<file path="src/rtl/btn_click_decoder_pkg.sv">
// Shared constants for the button click decoder: state encoding, click-count
// width and the click classification codes.
package btn_pkg;

    // One-hot FSM encoding; any other value is illegal and recovers to idle.
    localparam logic [2:0] ST_IDLE  = 3'b001;
    localparam logic [2:0] ST_COUNT = 3'b010;
    localparam logic [2:0] ST_EMIT  = 3'b100;

    localparam int unsigned CLICK_W = 2;

    localparam logic [CLICK_W-1:0] CLK_SINGLE = 2'd1;
    localparam logic [CLICK_W-1:0] CLK_DOUBLE = 2'd2;
    localparam logic [CLICK_W-1:0] CLK_TRIPLE = 2'd3;

    typedef enum logic [2:0] {
        S_IDLE  = ST_IDLE,
        S_COUNT = ST_COUNT,
        S_EMIT  = ST_EMIT
    } state_e;

endpackage

</file>
<file path="src/rtl/btn_click_decoder_if.sv">
// Press-strobe input and classified click-event outputs of the decoder.
// master = upstream / front-panel side, slave = the decoder itself.
interface btn_click_decoder_if;

    logic                          PULSE;
    logic                          CLICK_VLD;
    logic [btn_pkg::CLICK_W-1:0]   CLICK_NUM;
    logic                          SINGLE;
    logic                          DOUBLE;
    logic                          TRIPLE;
    logic                          BUSY;

    modport master (
        output PULSE,
        input  CLICK_VLD, CLICK_NUM, SINGLE, DOUBLE, TRIPLE, BUSY
    );

    modport slave (
        input  PULSE,
        output CLICK_VLD, CLICK_NUM, SINGLE, DOUBLE, TRIPLE, BUSY
    );

endinterface

</file>
<file path="src/rtl/btn_click_decoder_timer.sv">
// Window timer: counts idle cycles since the last press. expired is decoded
// from the registered count so the FSM sees it in the cycle the count hits
// WIN_CNT-1, and only while counting is enabled (no press this cycle).
module click_win_timer #(
    parameter int unsigned WIN_CNT = 12_000_000
) (
    input  logic CLK,
    input  logic RST,
    input  logic clr_i,
    input  logic en_i,
    output logic expired_o
);

    localparam logic [31:0] LAST = 32'(WIN_CNT - 1);

    logic [31:0] cnt_q;

    // Clear on a press, otherwise count up while enabled; saturate instead of wrapping.
    always_ff @(posedge CLK) begin
        if (RST || clr_i) begin
            cnt_q <= '0;
        end else if (en_i && (cnt_q != '1)) begin
            cnt_q <= cnt_q + 32'd1;
        end
    end

    assign expired_o = en_i && (cnt_q == LAST);

endmodule

</file>
<file path="src/rtl/btn_click_decoder.sv">
// Click decoder: groups debounced press strobes into a window and reports one
// single/double/triple event when the window times out or fills up.
module btn_click_decoder
    import btn_pkg::*;
#(
    parameter int unsigned WIN_CNT    = 1_000_000 * 12,
    parameter int unsigned MAX_CLICKS = 3
) (
    input  logic                CLK,
    input  logic                RST,
    btn_click_decoder_if.slave  bus
);

    if (MAX_CLICKS < 1 || MAX_CLICKS > 3) begin : g_bad_max
        $error("btn_click_decoder: MAX_CLICKS must be in 1..3");
    end

    localparam logic [CLICK_W-1:0] MAX_C = CLICK_W'(MAX_CLICKS);

    state_e               state_q;
    logic [CLICK_W-1:0]   count_q;
    logic                 vld_q;
    logic [CLICK_W-1:0]   num_q;
    logic                 single_q;
    logic                 double_q;
    logic                 triple_q;
    logic                 busy_q;
    logic                 expired;
    logic                 tmr_en;

    // Timer only advances on press-free cycles of an open window, so a press
    // landing on the timeout cycle wins and restarts the window.
    assign tmr_en = (state_q == S_COUNT) && !bus.PULSE;

    click_win_timer #(.WIN_CNT(WIN_CNT)) u_timer (
        .CLK       (CLK),
        .RST       (RST),
        .clr_i     (bus.PULSE),
        .en_i      (tmr_en),
        .expired_o (expired)
    );

    // FSM, click counter and registered event outputs. Event outputs are
    // loaded on the edge entering EMIT so they are high for exactly the EMIT
    // cycle; a full window is closed one cycle after the count reaches MAX.
    always_ff @(posedge CLK) begin
        if (RST) begin
            state_q  <= S_IDLE;
            count_q  <= '0;
            vld_q    <= 1'b0;
            num_q    <= '0;
            single_q <= 1'b0;
            double_q <= 1'b0;
            triple_q <= 1'b0;
            busy_q   <= 1'b0;
        end else begin
            vld_q    <= 1'b0;
            num_q    <= '0;
            single_q <= 1'b0;
            double_q <= 1'b0;
            triple_q <= 1'b0;
            case (state_q)
                S_IDLE: begin
                    busy_q <= 1'b0;
                    if (bus.PULSE) begin
                        count_q <= CLK_SINGLE;
                        busy_q  <= 1'b1;
                        if (MAX_C == CLK_SINGLE) begin
                            state_q  <= S_EMIT;
                            vld_q    <= 1'b1;
                            num_q    <= CLK_SINGLE;
                            single_q <= 1'b1;
                        end else begin
                            state_q <= S_COUNT;
                        end
                    end
                end
                S_COUNT: begin
                    busy_q <= 1'b1;
                    if ((count_q == MAX_C) || (!bus.PULSE && expired)) begin
                        state_q  <= S_EMIT;
                        vld_q    <= 1'b1;
                        num_q    <= count_q;
                        single_q <= (count_q == CLK_SINGLE);
                        double_q <= (count_q == CLK_DOUBLE);
                        triple_q <= (count_q == CLK_TRIPLE);
                    end else if (bus.PULSE) begin
                        count_q <= count_q + 1'b1;
                    end
                end
                S_EMIT: begin
                    // A press during the report opens the next window immediately.
                    if (bus.PULSE) begin
                        count_q <= CLK_SINGLE;
                        state_q <= S_COUNT;
                        busy_q  <= 1'b1;
                    end else begin
                        state_q <= S_IDLE;
                        busy_q  <= 1'b0;
                    end
                end
                default: begin
                    state_q <= S_IDLE;
                    count_q <= '0;
                    busy_q  <= 1'b0;
                end
            endcase
        end
    end

    assign bus.CLICK_VLD = vld_q;
    assign bus.CLICK_NUM = num_q;
    assign bus.SINGLE    = single_q;
    assign bus.DOUBLE    = double_q;
    assign bus.TRIPLE    = triple_q;
    assign bus.BUSY      = busy_q;

endmodule

</file>
<file path="src/flat_wrapper.sv">
// flat-port wrapper written by rule: the top's interface ports become plain ports
module btn_click_decoder_flat import btn_pkg::*;
#(
    parameter int unsigned WIN_CNT    = 1_000_000 * 12,
    parameter int unsigned MAX_CLICKS = 3
)
  (CLK, RST, bus_PULSE, bus_CLICK_VLD, bus_CLICK_NUM, bus_SINGLE, bus_DOUBLE, bus_TRIPLE, bus_BUSY);
  btn_click_decoder_if bus_i ();
  input  logic CLK;
  input  logic RST;
  input wire logic [$bits(bus_i.PULSE)-1:0] bus_PULSE;
  output wire logic [$bits(bus_i.CLICK_VLD)-1:0] bus_CLICK_VLD;
  output wire logic [$bits(bus_i.CLICK_NUM)-1:0] bus_CLICK_NUM;
  output wire logic [$bits(bus_i.SINGLE)-1:0] bus_SINGLE;
  output wire logic [$bits(bus_i.DOUBLE)-1:0] bus_DOUBLE;
  output wire logic [$bits(bus_i.TRIPLE)-1:0] bus_TRIPLE;
  output wire logic [$bits(bus_i.BUSY)-1:0] bus_BUSY;
  assign bus_i.PULSE = bus_PULSE;
  assign bus_CLICK_VLD = bus_i.CLICK_VLD;
  assign bus_CLICK_NUM = bus_i.CLICK_NUM;
  assign bus_SINGLE = bus_i.SINGLE;
  assign bus_DOUBLE = bus_i.DOUBLE;
  assign bus_TRIPLE = bus_i.TRIPLE;
  assign bus_BUSY = bus_i.BUSY;
  btn_click_decoder #(.WIN_CNT(WIN_CNT), .MAX_CLICKS(MAX_CLICKS)) u_core (.CLK(CLK), .RST(RST), .bus(bus_i));
endmodule
</file>
<file path="config.mk">
export PLATFORM = sky130hd
export DESIGN_NAME = btn_click_decoder_flat
export DESIGN_NICKNAME = d
export VERILOG_FILES = /design/src/rtl/btn_click_decoder_pkg.sv /design/src/rtl/btn_click_decoder_if.sv /design/src/rtl/btn_click_decoder_timer.sv /design/src/rtl/btn_click_decoder.sv /design/src/flat_wrapper.sv
export SDC_FILE = /design/constraint.sdc
export NUM_CORES = 1
export LEC_CHECK = 0
export CAP_MARGIN = 40
export CORE_MARGIN = 5
export CORE_UTILIZATION = 55
export DETAILED_ROUTE_END_ITERATION = 7
export PLACE_DENSITY_LB_ADDON = 0.15
export SETUP_SLACK_MARGIN = 0.5
export SLEW_MARGIN = 20
export SYNTH_ARGS = -nofsm -noshare
export SYNTH_HDL_FRONTEND = slang
export SYNTH_HIERARCHICAL = 1
export SYNTH_SLANG_ARGS = --single-unit
</file>
<file path="constraint.sdc">
create_clock -name CLK -period 6.1 [get_ports CLK]
set_input_delay 1.22 -clock CLK [delete_from_list [all_inputs] [get_ports CLK]]
set_output_delay 1.22 -clock CLK [all_outputs]
set_load 0.02 [all_outputs]
</file>
-- Word level (Yosys, flattened, before mapping)
Index checks and enable logic that the tools add are counted.
- add/sub/neg operators: 2
- equality and inequality tests: 13
- muxes and demuxes: 11
- bitwise logic cells: 2
- reduce and logical (&&, ||, !) cells: 12
- operator list (cell ; number):
    adder 32 x 1 -> 32 bit, second input constant ; 1
    == test 32 x 24 -> 1 bit, second input constant ; 1
    inequality test 32 bit, second input constant ; 1
    one-hot mux 3 bit (3 select lines) ; 1
    two-way mux 2 bit ; 4
    inequality test 2 bit, second input constant ; 4
    two-way mux 3 bit ; 2
    == test 2 bit, second input constant ; 2
    logical AND 1 bit ; 4
    one-hot mux 2 bit (2 select lines) ; 1
    OR reduction 2 bit ; 2
    == test 3 x 1 -> 1 bit, second input constant ; 1
    == test 3 x 2 -> 1 bit, second input constant ; 1
    == test 3 bit, second input constant ; 1
    AND reduction 3 bit ; 1
    OR reduction 3 bit ; 1
    adder 2 x 1 -> 2 bit, second input constant ; 1
    == test 2 x 1 -> 1 bit, second input constant ; 1
    logical OR 1 bit ; 2
    two-way mux 1 bit ; 2
    inequality test 2 x 1 -> 1 bit, second input constant ; 1
    inverter 1 bit ; 2
    one-hot mux 1 bit (2 select lines) ; 1
    AND reduction 2 bit ; 1
    logical NOT 1 bit ; 1
- register bits after elaboration: 44
- input bits: 3
- output and inout port bits: 7
- word-level logic and storage cells: 49

-- Logic depth before layout (Yosys ltp)
- depth in word-level cells: 7
- depth in mapped cells: 11
- mapped depth without buffers: 10

-- Cells and area by module
Netlist, hierarchy kept.
- by module, submodules not included (module ; instances ; cells an instance ; area each (sq um) ; seq. area each (sq um)):
    click_win_timer ; 1 ; 212 ; 1712.9 ; 640.6
    btn_click_decoder ; 1 ; 55 ; 510.5 ; 240.2

-- Least setup slack after synthesis
Ideal clock, no wire load.
- path kind: in2reg
- start: input port bus_PULSE
- end: register u_core.u_timer.cnt_q[24]
- data arrival time: 2.935 ns
- required time: 6.030 ns
- path slack: 3.095 ns
- stages on the path: 6
- buffers on the path: 1
- cell sequence: nor2_1 nand4_1 or4_1 buf_2 or4_1 a21oi_1
- word-level cells in the longest chain between the ends: 3
- elaborated cells between the ends (all ways): 4
- classes of those cells: reduce/logical (4)
- RTL lines (item ; RTL line ; text):
    start, declared ; flat_wrapper.sv:11 ; input wire logic [$bits(bus_i.PULSE)-1:0] bus_PULSE;
    logical NOT 1 bit ; btn_click_decoder.sv:33 ; assign tmr_en = (state_q == S_COUNT) && !bus.PULSE;
    logical AND 1 bit ; btn_click_decoder.sv:33 ;
    logical AND 1 bit ; btn_click_decoder_timer.sv:22 ; end else if (en_i && (cnt_q != '1)) begin
    end signal, assigned ; btn_click_decoder_timer.sv:23 ; cnt_q <= cnt_q + 32'd1;
    end, declared ; btn_click_decoder_timer.sv:16 ; logic [31:0] cnt_q;
Parallel ways exist; a longest one is shown, timed or not.
A chain may end at the register's enable or synchronous reset.

-- Worst setup path after layout
- start: input port bus_PULSE
- end: register u_core.u_timer.cnt_q[24]
- word-level cells in the longest chain between the ends: 3
- elaborated cells between the ends (all ways): 4
- classes of those cells: reduce/logical (4)
- RTL lines (item ; RTL line ; text):
    logical NOT 1 bit ; btn_click_decoder.sv:33 ;
    logical AND 1 bit ; btn_click_decoder.sv:33 ;
    via u_core.tmr_en ; btn_click_decoder.sv:29 ; logic tmr_en;
    logical AND 1 bit ; btn_click_decoder_timer.sv:22 ;
The timed path passes the listed nets, and every way through them passes these cells.

==> key figures <==
Routing
  • M1 WL: 2420 µm
  • First DRT Iteration DRCs: approximately 170
  • Routed length on met2: 2120 µm
  • WL/cell: 14.8 µm
  • Initial DRT Pass Iterations: 5
  • Post-route DRC: 0
  • Met3 WL: between 150 and 200 µm
  • WL final: 4790 µm
  • Highest routed layer: met4
  • Via-to-Cell Ratio: 6.10
  • Routed Antenna Nets: 0
  • DR vias: 1971

Die
  • Die width: 73.6 µm
  • Row Count: 23
  • I/O Pins: 10
  • Die Y: 73.6 µm
  • CORE AREA: 3970 µm²
  • Starting Density: between 50% and 60%
  • Die ar.: 5410 µm²

Critical path
  • Worst path max stage delay: ~0.77 ns
  • Most common cell on crit path: or4_1
  • Worst path required time: between 6 and 7 ns
  • R2r endpoint: u_core/u_timer/cnt_q[24]
  • Setup CP Type: primary input to register
  • Worst Setup Start Kind: primary input
  • Critical Path, Cell by Cell: clkdlybuf4s50_1, nor2_1, nand4_1, or4_1, or4_1, a21oi_1
  • CP arrival: 3.92 ns
  • Crit. End Element: register
  • Reg2Reg Depth: 7
  • CP Launch Point: bus_PULSE
  • Critical path fanouts, max: 12
  • Slowest-stage cell, CP: or4_1
  • FF-to-FF setup slack: 3.22 ns
  • RR Startpoint: u_core/state_q[0]

Cells and area
  • Ant. Diodes: 0
  • Cell Count, Final, Fillers Out: 323
  • Nets: 279
  • Share of cells above drive strength 1: under 10%
  • Number of fill cells in the layout: between 300 and 400
  • Final Cell Area: ~2400 µm²
  • Final core utilization: 61.7%
  • Leading cell type in the layout, fill and taps excluded: dfxtp_1
  • Storage element area: a little under 900 µm²
  • Multi-input logic area: 1280 µm²
  • Most frequent cells in the layout: dfxtp_1 (44), nor2_1 (26), nand2_1 (21), nand3_1 (20), a21oi_1 (14)
  • Syn-to-layout area delta: 10.1%

Yosys
  • Simple-gate share of the synthesized area: around 33%
  • YS warnings: 6
  • Syn Inst Count: 267
  • Largest family of logic cells by synthesized area: simple AND/OR/NAND/NOR gates
  • Post-Synth Adder-Cell Area: 2.25%
  • Post-Synth XOR/XNOR Area: 5.51%
  • Mean Syn Cell Area: around 8.3 µm²
  • Syn_nets: roughly 270
  • Post-synthesis register bit count: 44
  • Area fraction in compound gates after synthesis: 14.1%
  • Ys flop type: dfxtp_1
  • Sequential share of the synthesized area: 39.6%
  • Syn Std Cell Area: 2220 µm²
  • Multiplexer share of the synthesized area: 2.31%
  • EDFF count, synth: 0
  • Distinct cells, synth: 47
  • FFs w/ async S/R, synth: 0%

Min path
  • HP Class: register to register
  • Hold endpoint: u_core/u_timer/cnt_q[1]
  • Hold path cells: 2
  • HP Start: u_core/u_timer/cnt_q[1]

Power
  • Sequential cell fraction of total power: approximately 55%
  • Sw Pwr: 0.111 mW
  • Leakage: 0.720 nW
  • Cell-internal power: roughly 0.42 mW
  • Pwr Total: ~0.53 mW
  • Combinational share of power: 3.5%
  • PwrDens: 216 nW/µm²
  • Worst vdd ir: 0.144 mV
  • Sw frac: 21.1%
  • Clock group share of total power: 41.3%

STA
  • Final Max Tran Viols: 0
  • Final WS setup: 2.41 ns
  • Slew @ Worst Pin: between 0.7 and 0.8 ns
  • RSZ-0062 raised after global routing: no
  • Minimum clock period: 3.69 ns
  • Worst Hold Margin: 0.498 ns
  • Post-Route Setup TNS: 0 ns
  • Max_slew headroom: 52.4%
  • # setup viols final: 0
  • Worst Skew: 0.00700 ns
  • Fin. Hold Viols: 0
  • Fmax achieved: 0.271 GHz
  • Final Cycle Share: 60.6%

Global route
  • GRT overflow: 0
  • Vias in the first global route: 1717
  • Global-route wire length before repair: 8090 µm
  • GRT Overall Usage: 19.0%
  • Initial antenna violation count: 0
  • Largest net degree at the start of global routing: 28

Clocking
  • H-tree levels: 2
  • Clock Pin Slew Worst Setup and Hold Paths: 0.08 ns
  • Clk sinks: 44
  • Number of setup buffers added after CTS: 0
  • Worst skew pair latency: 0.30 ns
  • Hold-fix buffers at CTS: 0
  • CTS Root Cell: clkbuf_8
  • Max Buffers Root-to-Sink: 2
  • CTS buffer count: 5
  • CTS tree: built
  • Post-CTS sizing: 0

Place
  • Worst slack, placed: around 2.1 ns
  • GPL Wtd Cong: between 0.8 and 0.9
  • DP Wirelength: 3370 µm
  • Placed Cells: 315
  • Dpl cell area: 2340 µm²
  • Port bufs: 9

Run status
  • Outcome: complete, no violations

Job
  • Max_cap viols: 0
## how the worst max path moves through the flow
| stage | to | cells past startpoint |
|---|---|---|
| CTS | u_core/u_timer/cnt_q[24] | 6 |
| global route | u_core/u_timer/cnt_q[24] | 6 |
| detailed placement | u_core/u_timer/cnt_q[24] | 6 |
| floorplan | u_core/u_timer/cnt_q[24] | 6 |
| finish | u_core/u_timer/cnt_q[24] | 6 |
| global placement | u_core/u_timer/cnt_q[24] | 6 |
## kinds of logic after synthesis
kind of cell    Yosys count
compound gates           48
xor+xnor                 14
fa+ha+maj                 4
buf+inv                  16
flops                    44
mux                       5
simple gates            136
## area by class of cell
class,instances,area share [%]
Multi-Input combinational cell,207,52.5
Sequential cell,44,36.0
Timing Repair Buffer,10,3.99
Clock buffer,6,2.96
Tap cell,50,2.55
Clock inverter,2,1.43
Inverter,4,0.613
## metal layers
layer / global-route usage [%] / up-vias
li1: - / 999
met1: 26.5 / 919
met2: 28.4 / 41
met3: 5.06 / 12
met4: 5.63 / 0
met5: 0 / -
## critical path: cells and delay by family
family                 cells  cell delay [ns]
AOI/OAI and AO/OA          1             0.14
buffers and inverters      1             0.60
and+or+nand+nor            4             1.98
## state kept, by name, summed over array words and instances, names as in the netlist
register / flops
u_core/count_q: 2
u_core/bus.BUSY: 1
u_core/bus.DOUBLE: 1
u_core/bus.CLICK_NUM: 2
u_core/state_q: 3
u_core/bus.TRIPLE: 1
u_core/bus.CLICK_VLD: 1
u_core/u_timer/cnt_q: 32
u_core/bus.SINGLE: 1
## synthesized netlist by cell type (2+ instances only)
cell       number  area [µm²]
or3_1           8        50.1
nor2_1         26        97.6
o31ai_1         5        37.5
inv_1           4        15.0
nor4b_1         2        17.5
and3_1          6        37.5
nand3_1        20         100
and2_1          2        12.5
nand2b_1        6        37.5
and4_1          3        26.3
nor3_1          3        15.0
a211oi_1        3        22.5
clkbuf_1        8        30.0
buf_2           3        15.0
a21oi_1        14        70.1
nor2b_1         2        12.5
ha_1            4        50.1
o311ai_0        2        17.5
nand4_1         7        43.8
or2_2           2        12.5
xnor2_1        12         105
nand2_1        21        78.8
nor4_1         13        81.3
or4_1           6        45.0
mux2i_1         4        40.0
xor2_1          2        17.5
o21ai_0        11        55.1
a31oi_1         4        25.0
nor3_2          2        20.0
dfxtp_1        44         881
a2111oi_0       2        17.5
## power by group through the flow
stage / combinational (mW) / sequential [mW] / clock [mW]
6_report: 0.0188 / 0.292 / 0.218
5_1_grt: 0.0213 / 0.292 / 0.236
4_1_cts: 0.0187 / 0.292 / 0.226
3_5_place_dp: 0.0186 / 0.299 / 0
3_3_place_gp: 0.0186 / 0.298 / 0
2_1_floorplan: 0.0121 / 0.299 / 0
Power figures use the tool's default switching activity.
==> RTL edit: new RTL, same flow settings <==
Change the package constant `CLICK_W` from 2 to 3.
--- a/src/rtl/btn_click_decoder_pkg.sv
+++ b/src/rtl/btn_click_decoder_pkg.sv
@@ -9,3 +9,3 @@
 
-    localparam int unsigned CLICK_W = 2;
+    localparam int unsigned CLICK_W = 3;
 
Ports: changed (resized bus_CLICK_NUM); port bits go from 10 to 11. No check against the original RTL was run, so the function may have changed too.
==> RTL edit against the original RTL <==
Area after synthesis rose by 4.4%; routed wire length rose by 6.2%; sequential cell count rose by 2; maximum frequency fell by 6.4%; design area rose by 3.6%; total power fell by 2.2%; worst setup slack got worse by 250 ps; critical path type unchanged; critical endpoint unchanged; largest cell class unchanged.
==> RTL edit: results (changes against the original RTL) <==
status finished, final reports clean (unchanged); CP arrival 4180 ps (was 3920 ps); Place WS 1890 ps (was 2110 ps); flop-to-flop setup slack 3150 ps (was 3220 ps); Hold Path Cell Cnt 1 (was 2); Flop+latch power 0.000306 W (was 0.000292 W); gr usage total 19.5% (was 19.0%); IO Port Bufs 10 (was 9); ant diodes 0 (unchanged); Clk Tree Root Cell clkbuf_8 (unchanged); GR peak layer met1 (was met2); Slew headroom 61.8% (was 52.4%); peak supply drop 0.140 mV (was 0.144 mV); Non-Filler Instances 328 (was 323); top post-synthesis cells by count 46 x dfxtp_1, 22 x nor2_1, 21 x nand2_1, 20 x nand3_1, 14 x a21oi_1 (was 44 x dfxtp_1, 26 x nor2_1, 21 x nand2_1, 20 x nand3_1, 14 x a21oi_1); first-pass GRT wire length 8.44 mm (was 8.09 mm); placed wire-length estimate 3.59 mm (was 3.37 mm); routing usage on met2 27.9% (was 28.4%); Mapped Nets 280 (was 274); share of post-route cells with drive strength above 1 7.19% (was 6.59%); post-synthesis cell count 272 (was 267); Clock Power Share 37.3% (was 41.3%); Fill cells 374 (was 352); sequential area share after synthesis 39.7% (was 39.6%); router iterations before antenna repair 4 (was 5); Hold Path Origin u_core/count_q[2] (was u_core/u_timer/cnt_q[1]); Placed Cells 320 (was 315); via count of the first global-routing pass 1809 (was 1717); DP Area 2440 um2 (was 2340 um2); Ys Warns 6 (unchanged); Max FO, Critical Path 14 (was 12); switching part of the total power 24.1% (was 21.1%); Final nets 285 (was 279); routability cong. 0.949 (was 0.854); Longest Clk Path Bufs 2 (unchanged); R2R depth 6 (was 7); clk_skew 7.52 ps (was 7.00 ps); Synth cell types 50 (was 47); Total Routed Length 5.09 mm (was 4.79 mm); Hold Path End u_core/bus.CLICK_NUM[2] (was u_core/u_timer/cnt_q[1]); GRT met1 Usage 28.8% (was 26.5%); Synth area leaders dfxtp_1 40%, xnor2_1 4.5%, nand3_1 4.3% (was dfxtp_1 40%, xnor2_1 4.7%, nand3_1 4.5%); routed vias 2016 (was 1971); Reg2Reg Launch Point u_core/state_q[1] (was u_core/state_q[0]); DRT iter0 DRCs 165 (was 166)
-- RTL edit: worst max-delay path by stage --
stage | slack, ps | depth (start not counted) | start | endpoint
floorplan | 2760 | 7 | bus_PULSE | u_core/u_timer/cnt_q[24]
CTS | 2220 | 6 | bus_PULSE | u_core/u_timer/cnt_q[24]
global placement | 1970 | 6 | bus_PULSE | u_core/u_timer/cnt_q[24]
finish | 2150 | 6 | bus_PULSE | u_core/u_timer/cnt_q[24]
detailed placement | 1890 | 6 | bus_PULSE | u_core/u_timer/cnt_q[24]
global route | 1830 | 7 | bus_PULSE | u_core/u_timer/cnt_q[30]
-- RTL edit: metrics by stage --
| step | power, W | hold slack (ps) | util (%) |
|---|---|---|---|
| after floorplan | 0.000325 | 430 | - |
| after global placement | 0.000331 | 433 | 60.2 |
| after detailed placement | 0.000332 | 473 | 60.2 |
| after CTS | 0.000524 | 496 | 62.5 |
| after global routing | 0.000542 | 519 | 62.5 |
| final | 0.000517 | 494 | 62.5 |
-- RTL edit: worst max-delay path, delay by kind of cell --
family / cells / cell delay (ps)
simple gates: 4 / 2210
compound gates: 1 / 140
buf+inv: 1 / 610
-- RTL edit: final cells by class --
cell class                      count  share of cell area (%)
Clock buffer                        5                    2.71
Multi-Input combinational cell    208                    52.6
Inverter                            5                   0.740
Timing Repair Buffer               11                    4.24
Clock inverter                      3                   0.986
Tap cell                           50                    2.47
Sequential cell                    46                    36.3
-- RTL edit: cells by family after synthesis --
logic type      Yosys count  synth area share, %
simple gates            134                 32.7
compound gates           51                 14.8
flops                    46                 39.7
buf+inv                  18                 3.18
xor+xnor                 14                 5.28
fa+ha+maj                 5                 2.69
mux                       4                 1.72
-- RTL edit: routing by layer --
metal,share of wire (%),wire [um]
met5,0,0
met4,1.3,64
met3,5.0,252
met2,44,2240
met1,50,2520
